**config.mk**
```make
export PLATFORM = sky130hd
export DESIGN_NAME = divmod_unit_flat
export DESIGN_NICKNAME = d
export VERILOG_FILES = /design/src/rtl/divmod_pkg.sv /design/src/rtl/divmod_if.sv /design/src/rtl/divmod_step.sv /design/src/rtl/divmod_unit.sv /design/src/flat_wrapper.sv
export SDC_FILE = /design/constraint.sdc
export NUM_CORES = 1
export LEC_CHECK = 0
export CORE_MARGIN = 5
export CORE_UTILIZATION = 35
export CTS_BUF_LIST = sky130_fd_sc_hd__clkbuf_8
export DETAILED_ROUTE_END_ITERATION = 8
export PLACE_DENSITY = 0.65
export REMOVE_ABC_BUFFERS = 1
export SYNTH_ARGS = -nofsm -noshare
export SYNTH_HDL_FRONTEND = slang
export SYNTH_SLANG_ARGS = --single-unit
```
**constraint.sdc**
```tcl
create_clock -name clk -period 6 [get_ports clk]
set_input_delay 1.2 -clock clk [delete_from_list [all_inputs] [get_ports clk]]
set_output_delay 1.2 -clock clk [all_outputs]
set_load 0.01 [all_outputs]
```
**src/rtl/divmod_pkg.sv**
```systemverilog
// rtl/divmod_pkg.sv - shared state encoding and width helper for the divider
package divmod_pkg;

  typedef enum logic [1:0] {
    IDLE = 2'd0,
    CALC = 2'd1,
    DONE = 2'd2
  } state_t;

  function automatic int cnt_width(input int width);
    return $clog2(width + 1);
  endfunction

endpackage

```
**src/rtl/divmod_if.sv**
```systemverilog
// rtl/divmod_if.sv - request/result bundle between a requester and the divider
interface divmod_if #(parameter int WIDTH = 8);

  logic             start;
  logic [WIDTH-1:0] a;
  logic [WIDTH-1:0] b;
  logic             busy;
  logic             done;
  logic             div_by_zero;
  logic [WIDTH-1:0] quotient;
  logic [WIDTH-1:0] remainder;

  modport master (
    output start, a, b,
    input  busy, done, div_by_zero, quotient, remainder
  );

  modport slave (
    input  start, a, b,
    output busy, done, div_by_zero, quotient, remainder
  );

endinterface

```
**src/rtl/divmod_step.sv**
```systemverilog
// rtl/divmod_step.sv - one combinational restoring shift-subtract iteration
module divmod_step #(
  parameter int WIDTH = 8
) (
  input  logic [WIDTH-1:0] r,
  input  logic [WIDTH-1:0] q,
  input  logic [WIDTH-1:0] b,
  output logic [WIDTH-1:0] r_next,
  output logic [WIDTH-1:0] q_next
);

  logic [WIDTH:0] r_sh;
  logic [WIDTH:0] trial;

  // r < b always holds, so the borrow bit of trial is a reliable sign
  assign r_sh   = {r, q[WIDTH-1]};
  assign trial  = r_sh - {1'b0, b};
  assign r_next = trial[WIDTH] ? r_sh[WIDTH-1:0] : trial[WIDTH-1:0];
  assign q_next = {q[WIDTH-2:0], ~trial[WIDTH]};

endmodule

```
**src/rtl/divmod_unit.sv**
```systemverilog
// rtl/divmod_unit.sv - multi-cycle unsigned divider with quotient, remainder and divide-by-zero flag
module divmod_unit
  import divmod_pkg::*;
#(
  parameter int WIDTH = 8
) (
  input logic     clk,
  input logic     reset,
  divmod_if.slave bus
);

  localparam int CNT_W = cnt_width(WIDTH);

  state_t           state;
  state_t           state_next;
  logic [CNT_W-1:0] cnt;
  logic [WIDTH-1:0] q_reg;
  logic [WIDTH-1:0] r_reg;
  logic [WIDTH-1:0] b_reg;
  logic [WIDTH-1:0] q_next;
  logic [WIDTH-1:0] r_next;
  logic             dbz;

  divmod_step #(.WIDTH(WIDTH)) u_step (
    .r      (r_reg),
    .q      (q_reg),
    .b      (b_reg),
    .r_next (r_next),
    .q_next (q_next)
  );

  always_ff @(posedge clk or posedge reset) begin
    if (reset) begin
      state <= IDLE;
    end else begin
      state <= state_next;
    end
  end

  always_comb begin
    state_next = state;
    unique case (state)
      IDLE:    if (bus.start) state_next = (bus.b == '0) ? DONE : CALC;
      CALC:    if (cnt == CNT_W'(1)) state_next = DONE;
      DONE:    state_next = IDLE;
      default: state_next = IDLE;
    endcase
  end

  // q_reg doubles as the dividend shift register, so results live in place
  always_ff @(posedge clk or posedge reset) begin
    if (reset) begin
      cnt   <= '0;
      q_reg <= '0;
      r_reg <= '0;
      b_reg <= '0;
      dbz   <= 1'b0;
    end else begin
      unique case (state)
        IDLE: begin
          if (bus.start) begin
            if (bus.b == '0) begin
              q_reg <= '1;
              r_reg <= bus.a;
              dbz   <= 1'b1;
            end else begin
              q_reg <= bus.a;
              r_reg <= '0;
              b_reg <= bus.b;
              cnt   <= CNT_W'(WIDTH);
              dbz   <= 1'b0;
            end
          end
        end
        CALC: begin
          q_reg <= q_next;
          r_reg <= r_next;
          cnt   <= cnt - CNT_W'(1);
        end
        default: ;
      endcase
    end
  end

  assign bus.busy        = (state != IDLE);
  assign bus.done        = (state == DONE);
  assign bus.div_by_zero = dbz;
  assign bus.quotient    = q_reg;
  assign bus.remainder   = r_reg;

endmodule

```
**src/flat_wrapper.sv**
```systemverilog
// flat-port wrapper written by rule: the top's interface ports become plain ports
module divmod_unit_flat import divmod_pkg::*;
#(
  parameter int WIDTH = 8
)
  (clk, reset, bus_start, bus_a, bus_b, bus_busy, bus_done, bus_div_by_zero, bus_quotient, bus_remainder);
  divmod_if #(.WIDTH(WIDTH)) bus_i ();
  input logic clk;
  input logic reset;
  input wire logic [$bits(bus_i.start)-1:0] bus_start;
  input wire logic [$bits(bus_i.a)-1:0] bus_a;
  input wire logic [$bits(bus_i.b)-1:0] bus_b;
  output wire logic [$bits(bus_i.busy)-1:0] bus_busy;
  output wire logic [$bits(bus_i.done)-1:0] bus_done;
  output wire logic [$bits(bus_i.div_by_zero)-1:0] bus_div_by_zero;
  output wire logic [$bits(bus_i.quotient)-1:0] bus_quotient;
  output wire logic [$bits(bus_i.remainder)-1:0] bus_remainder;
  assign bus_i.start = bus_start;
  assign bus_i.a = bus_a;
  assign bus_i.b = bus_b;
  assign bus_busy = bus_i.busy;
  assign bus_done = bus_i.done;
  assign bus_div_by_zero = bus_i.div_by_zero;
  assign bus_quotient = bus_i.quotient;
  assign bus_remainder = bus_i.remainder;
  divmod_unit #(.WIDTH(WIDTH)) u_core (.clk(clk), .reset(reset), .bus(bus_i));
endmodule
```
# After elaboration in Yosys (flattened, before gate mapping)
# Cells that the tools add are included.
# totals
input_bits	19
elab_cells	40
out_inout_bits	19
regBits	31
# op_classes
reduce_logical	9
n_bitwise	2
n_addsub	2
eq_ne	6
mux	15
# ops
op	n
2-to-1 mux 8 bit	5
case mux 8 bit (2 select lines)	2
subtractor 9 x 8 -> 9 bit	1
logical NOT 8 bit	1
2-to-1 mux 4 bit	2
case mux 4 bit (2 select lines)	1
2-to-1 mux 2 bit	3
AND reduction 2 bit	3
AND reduction 3 bit	2
== test 4 x 1 -> 1 bit (second input constant)	1
!= test 2 bit (second input constant)	2
case mux 2 bit (2 select lines)	1
nonzero test 2 bit	2
subtractor 4 x 1 -> 4 bit (second input constant)	1
== test 2 x 1 -> 1 bit (second input constant)	1
== test 2 bit (second input constant)	1
logical NOT 2 bit	1
!= test 2 x 1 -> 1 bit (second input constant)	1
inverter 1 bit	2
2-to-1 mux 1 bit	1

# Depth between registers and ports, before layout
# logic_depth
word_depth	4
depth_mapped	10
mapped_depth_nobuf	9

# Cells and area by module
# A second synthesis with hierarchy kept.
# unflattened
hier_cells	202
hier_area_um2	2013.2
# by_module_without_submodules
module	instances	area_each_um2	cells_per_inst	seq_area_each_um2
divmod_unit	1	1475.2	137	775.7
divmod_step	1	538.0	65	0.0

# Worst setup path after synthesis
# No wires, ideal clock.
# synth_path
path_kind	flip-flop to flip-flop
start	reg u_core.q_reg[7] (netlist: u_core.bus.quotient[7])
end	reg u_core.r_reg[1] (netlist: u_core.bus.remainder[1])
stages_incl_launch_ff	11
synth_period_minus_slack_ns	2.412
t_required_ns	5.866
arrival_time_ns	2.278
path_buffers	1
setup_time_ns	0.134
setup_slack_ns	3.588
path_cell_list	dfrtp_1 inv_1 ha_1 inv_1 fa_1 a211oi_4 o211ai_1 a221oi_2 buf_6 mux2i_1 o22ai_1
# synth_between
elab_chain_cells	3
# synth_rtl
item	line	text
start: declaration	divmod_unit.sv:17	logic [WIDTH-1:0] q_reg;
start signal: assignment	divmod_unit.sv:67	q_reg <= bus.a;
start signal: assignment	divmod_unit.sv:76	q_reg <= q_next;
subtractor 9 x 8 -> 9 bit	divmod_step.sv:17	assign trial = r_sh - {1'b0, b};
2-to-1 mux 8 bit	divmod_step.sv:18	assign r_next = trial[WIDTH] ? r_sh[WIDTH-1:0] : trial[WIDTH-1:0];
case mux 8 bit (2 select lines)	divmod_unit.sv:59	unique case (state)
end signal: assignment	divmod_unit.sv:64	r_reg <= bus.a;
end signal: assignment	divmod_unit.sv:77	r_reg <= r_next;
end: declaration	divmod_unit.sv:18	logic [WIDTH-1:0] r_reg;
# No other way between the ends.
# A chain may end at the register's enable or synchronous reset.

# Worst setup path in the final report
# layout_path
start	reg u_core.q_reg[7] (netlist: u_core.bus.quotient[7])
end	reg u_core.r_reg[0] (netlist: u_core.bus.remainder[0])
# layout_between
elab_chain_cells	3
# layout_rtl
item	line
subtractor 9 x 8 -> 9 bit	divmod_step.sv:17
2-to-1 mux 8 bit (*)	divmod_step.sv:18
case mux 8 bit (2 select lines) (*)	divmod_unit.sv:59
# Every way passes the cells marked *; elsewhere a longest branch is shown, timed or not.

==> summary.txt <==
Outcome
  – Status: complete, no violations

Logic synthesis
  – Sequential share of the synthesized area: approximately 41%
  – Synth Cell Area: ~1900 um2
  – Most common cell in the netlist: dfrtp_1
  – Synth Register Bits: 31
  – Dominant cells by area after synthesis: dfrtp_1, ha_1, nor2_1, o22ai_1, a21oi_1
  – Compound-cell area share of the yosys netlist: 20.01%
  – Simple-Gate Fraction of Synth Area: 15.28%
  – Yosys warnings: 0
  – Yosys cell types: 42
  – Mapped Cells: around 200
  – Synth async-reset ratio: 100.0%
  – Post-synthesis adder-cell area fraction: under 10%
  – Number of synthesized flops with an enable pin: 0
  – Main combinational cell family by area after synthesis: compound AO/OA/AOI/OAI gates
  – Area leader, netlist: dfrtp_1
  – Post-synthesis mux area share: 7.939%
  – Mean post-synth cell area: between 9 and 10 um2
  – XOR/XNOR share of the synthesized area: 2.335%
  – Commonest cells post-synth: dfrtp_1, nor2_1, inv_1
  – Top cell type's share of synthesized area: roughly 41%
  – Dominant synthesized flop cell: dfrtp_1

Critical path
  – Top delay family on crit path: compound AO/OA/AOI/OAI gates
  – Crit. End Element: flip-flop
  – Max incr delay on CP: between 0.9 and 1 ns
  – WP depth: 9
  – Critical path, cell by cell: inv_1, ha_1, inv_1, fa_1, a211oi_4, o211ai_1, a221oi_2, mux2i_1, a221o_1
  – CP Class: reg2reg
  – Worst reg2reg path endpoint: u_core.bus.remainder[0]
  – WP data arrival: 3.39 ns
  – R2R Setup Slk: ~2.8 ns
  – Worst r2r src: u_core.bus.quotient[7]
  – CP Launch Type: flip-flop
  – Cell mode on critical path: inv_1
  – Buf+Inv Stages, Crit Path: 2
  – Required time of the critical path: a little over 6 ns
  – Worst Setup SP: u_core.bus.quotient[7]
  – Crit path max-delay cell type: a221oi_2
  – Worst-path fanout max: 11
  – Worst setup path endpoint: u_core.bus.remainder[0]
  – R2R cell count: 9

GRT
  – Vias in the first global route: 1573
  – Met2 usage: ~22%
  – Gr ovfl total: 0
  – Initial antenna violation count: 0
  – Gr busiest metal: met2
  – First-pass GRT wire length: around 7600 um
  – GRT Util Overall: between 10% and 20%
  – Largest net degree at the start of global routing: 32
  – Grt met3 use: about 3.7%
  – Met1 global-route usage: 16.87%

Layout
  – Design Area, Final: between 2000 and 2500 um2
  – Nets@finish: about 270
  – Fraction of layout cells with a size suffix above 1: under 10%
  – Final Util: between 40% and 50%
  – Sequential Area: about 780 um2
  – Synthesis-to-layout area growth: 26.95%
  – Fillers: between 400 and 500
  – Ant. Diodes: 0
  – Multi-input logic area: 999.7 um2

Floorplan
  – Io pins: 38
  – Initial Util: about 36%
  – Die area: ~7000 um2
  – Core ar.: a little over 5000 um2
  – Die span in y: 83.21 um
  – Die X: ~83 um
  – # rows: 26

Clock tree
  – CTS Root Buffer Type: clkbuf_8
  – Worst-Skew Late Latency: ~0.28 ns
  – Postcts setup bufs: 0
  – Cts hold-fix bufs: 0
  – CTS Buf Count: 5
  – Clk sinks: 31
  – Deepest clock path buffer count: 2
  – # H-tree levels: 2
  – # resized after CTS: 0
  – Worst-path clk slew: 0.07 ns
  – CTS tree: yes

Power
  – Flop pwr share: between 20% and 30%
  – Switching share of power: about 44%
  – P_sw: between 700 and 800 uW
  – Comb pwr share: ~64%
  – VDD IR max: 298.6 uV
  – Pleak: around 0.0010 uW
  – Internal: approximately 900 uW
  – Clock power frac: 10.0%
  – PwrDens: approximately 670 nW/um2

Placed design
  – Port bufs: 37
  – Pre-CTS setup slack: 2.553 ns
  – Detail Placement HPWL: between 3000 and 4000 um
  – Area after DPL: 2297 um2
  – RePlAce Congestion: ~0.8

Detailed routing
  – DR iter-0 viols: 100
  – Via density: roughly 5.1
  – Number of antenna-violating nets in the routed design: 0
  – Wire length per cell: approximately 15 um
  – # DRC: 0
  – Routed wire length: ~4400 um
  – 1st-pass router iterations: 4
  – Via count: 1551

Timing
  – Sum Neg Setup Slack: 0 ns
  – Final slew viol count: 0
  – Slew margin rel.: roughly a quarter
  – Timing-limited maximum frequency: 310.1 MHz
  – Final setup fails: 0
  – Final setup skew: about 0.0086 ns
  – Slew @ Worst Pin: between 1 and 1.5 ns
  – Endpoints failing hold: 0
  – Crit path time final: 3.225 ns
  – Final WS setup: around 2.8 ns
  – Final Cycle Share: around 54%
  – Unrepaired setup endpoints after global routing: false

Worst hold path
  – Worst Hold Class: reg2reg

Flow run
  – Max cap viols: 0
==> power by group through the flow <==
| stage | Combinational (uW) | Sequential [uW] | Clock [uW] |
|---|---|---|---|
| 2_1_floorplan | 713 | 417 | 0 |
| 3_3_place_gp | 1000 | 416 | 0 |
| 3_5_place_dp | 1010 | 417 | 0 |
| 4_1_cts | 1020 | 412 | 162 |
| 5_1_grt | 1130 | 428 | 173 |
| 6_report | 1020 | 411 | 158 |
==> layout make-up <==
class | instances | share of cell area [%]
Clock buffer | 5 | 2.890
Clock inverter | 3 | 0.6306
Inverter | 15 | 2.365
Multi-Input combinational cell | 144 | 41.99
Sequential cell | 31 | 32.58
Tap cell | 70 | 3.678
Timing Repair Buffer | 38 | 15.87
==> worst min path at each step <==
stage / from / endpoint / slack [ns] / cells past startpoint
6_report: u_core.b_reg[4] / u_core.b_reg[4] / 0.50 / 1
5_1_grt: u_core.b_reg[4] / u_core.b_reg[4] / 0.53 / 1
4_1_cts: u_core.b_reg[1] / u_core.b_reg[1] / 0.50 / 1
3_5_place_dp: u_core.b_reg[1] / u_core.b_reg[1] / 0.49 / 1
3_3_place_gp: u_core.b_reg[1] / u_core.b_reg[1] / 0.48 / 1
2_1_floorplan: u_core.b_reg[1] / u_core.b_reg[1] / 0.46 / 1
==> logic make-up (layout without fill, tap and decap cells) <==
kind of cell | after synthesis | count (layout)
AND/OR/NAND/NOR | 60 | 60
XOR/XNOR | 5 | 5
AO/OA/AOI/OAI | 54 | 54
flip-flops | 31 | 31
multiplexers | 14 | 14
buffers and inverters | 24 | 61
adder cells (fa/ha/maj) | 11 | 11
==> stage by stage <==
step | total power [uW] | instances | hold WS (ns)
final | 1586 | 306 | 0.4958
after global routing | 1730 | 306 | 0.5292
after floorplan | 1130 | 190 | 0.4643
after detailed placement | 1431 | 298 | 0.4873
after global placement | 1416 | 298 | 0.4763
after CTS | 1594 | 306 | 0.5019
==> cells in the final DEF (no fill, tap or decap), drive strengths merged, types with 4 or more instances in the layout <==
cell	Yosys	routed
nor2b	4	4
nand3	4	4
mux2i	7	7
o21ai	7	7
clkdlybuf4s50	0	37
nor2	29	29
dfrtp	31	31
nand2	7	7
ha	10	10
mux2	7	7
clkbuf	6	5
o211ai	4	4
o22ai	14	14
inv	15	15
nor4	4	4
a21oi	16	16
==> per-layer routing <==
layer / wire, um / vias to the layer above
met2: 2186 / 27
met3: 171 / 4
met1: 2040 / 728
met4: 42 / 0
met5: 0 / -
li1: - / 792
Note: power is estimated with default switching activity, not from simulation.
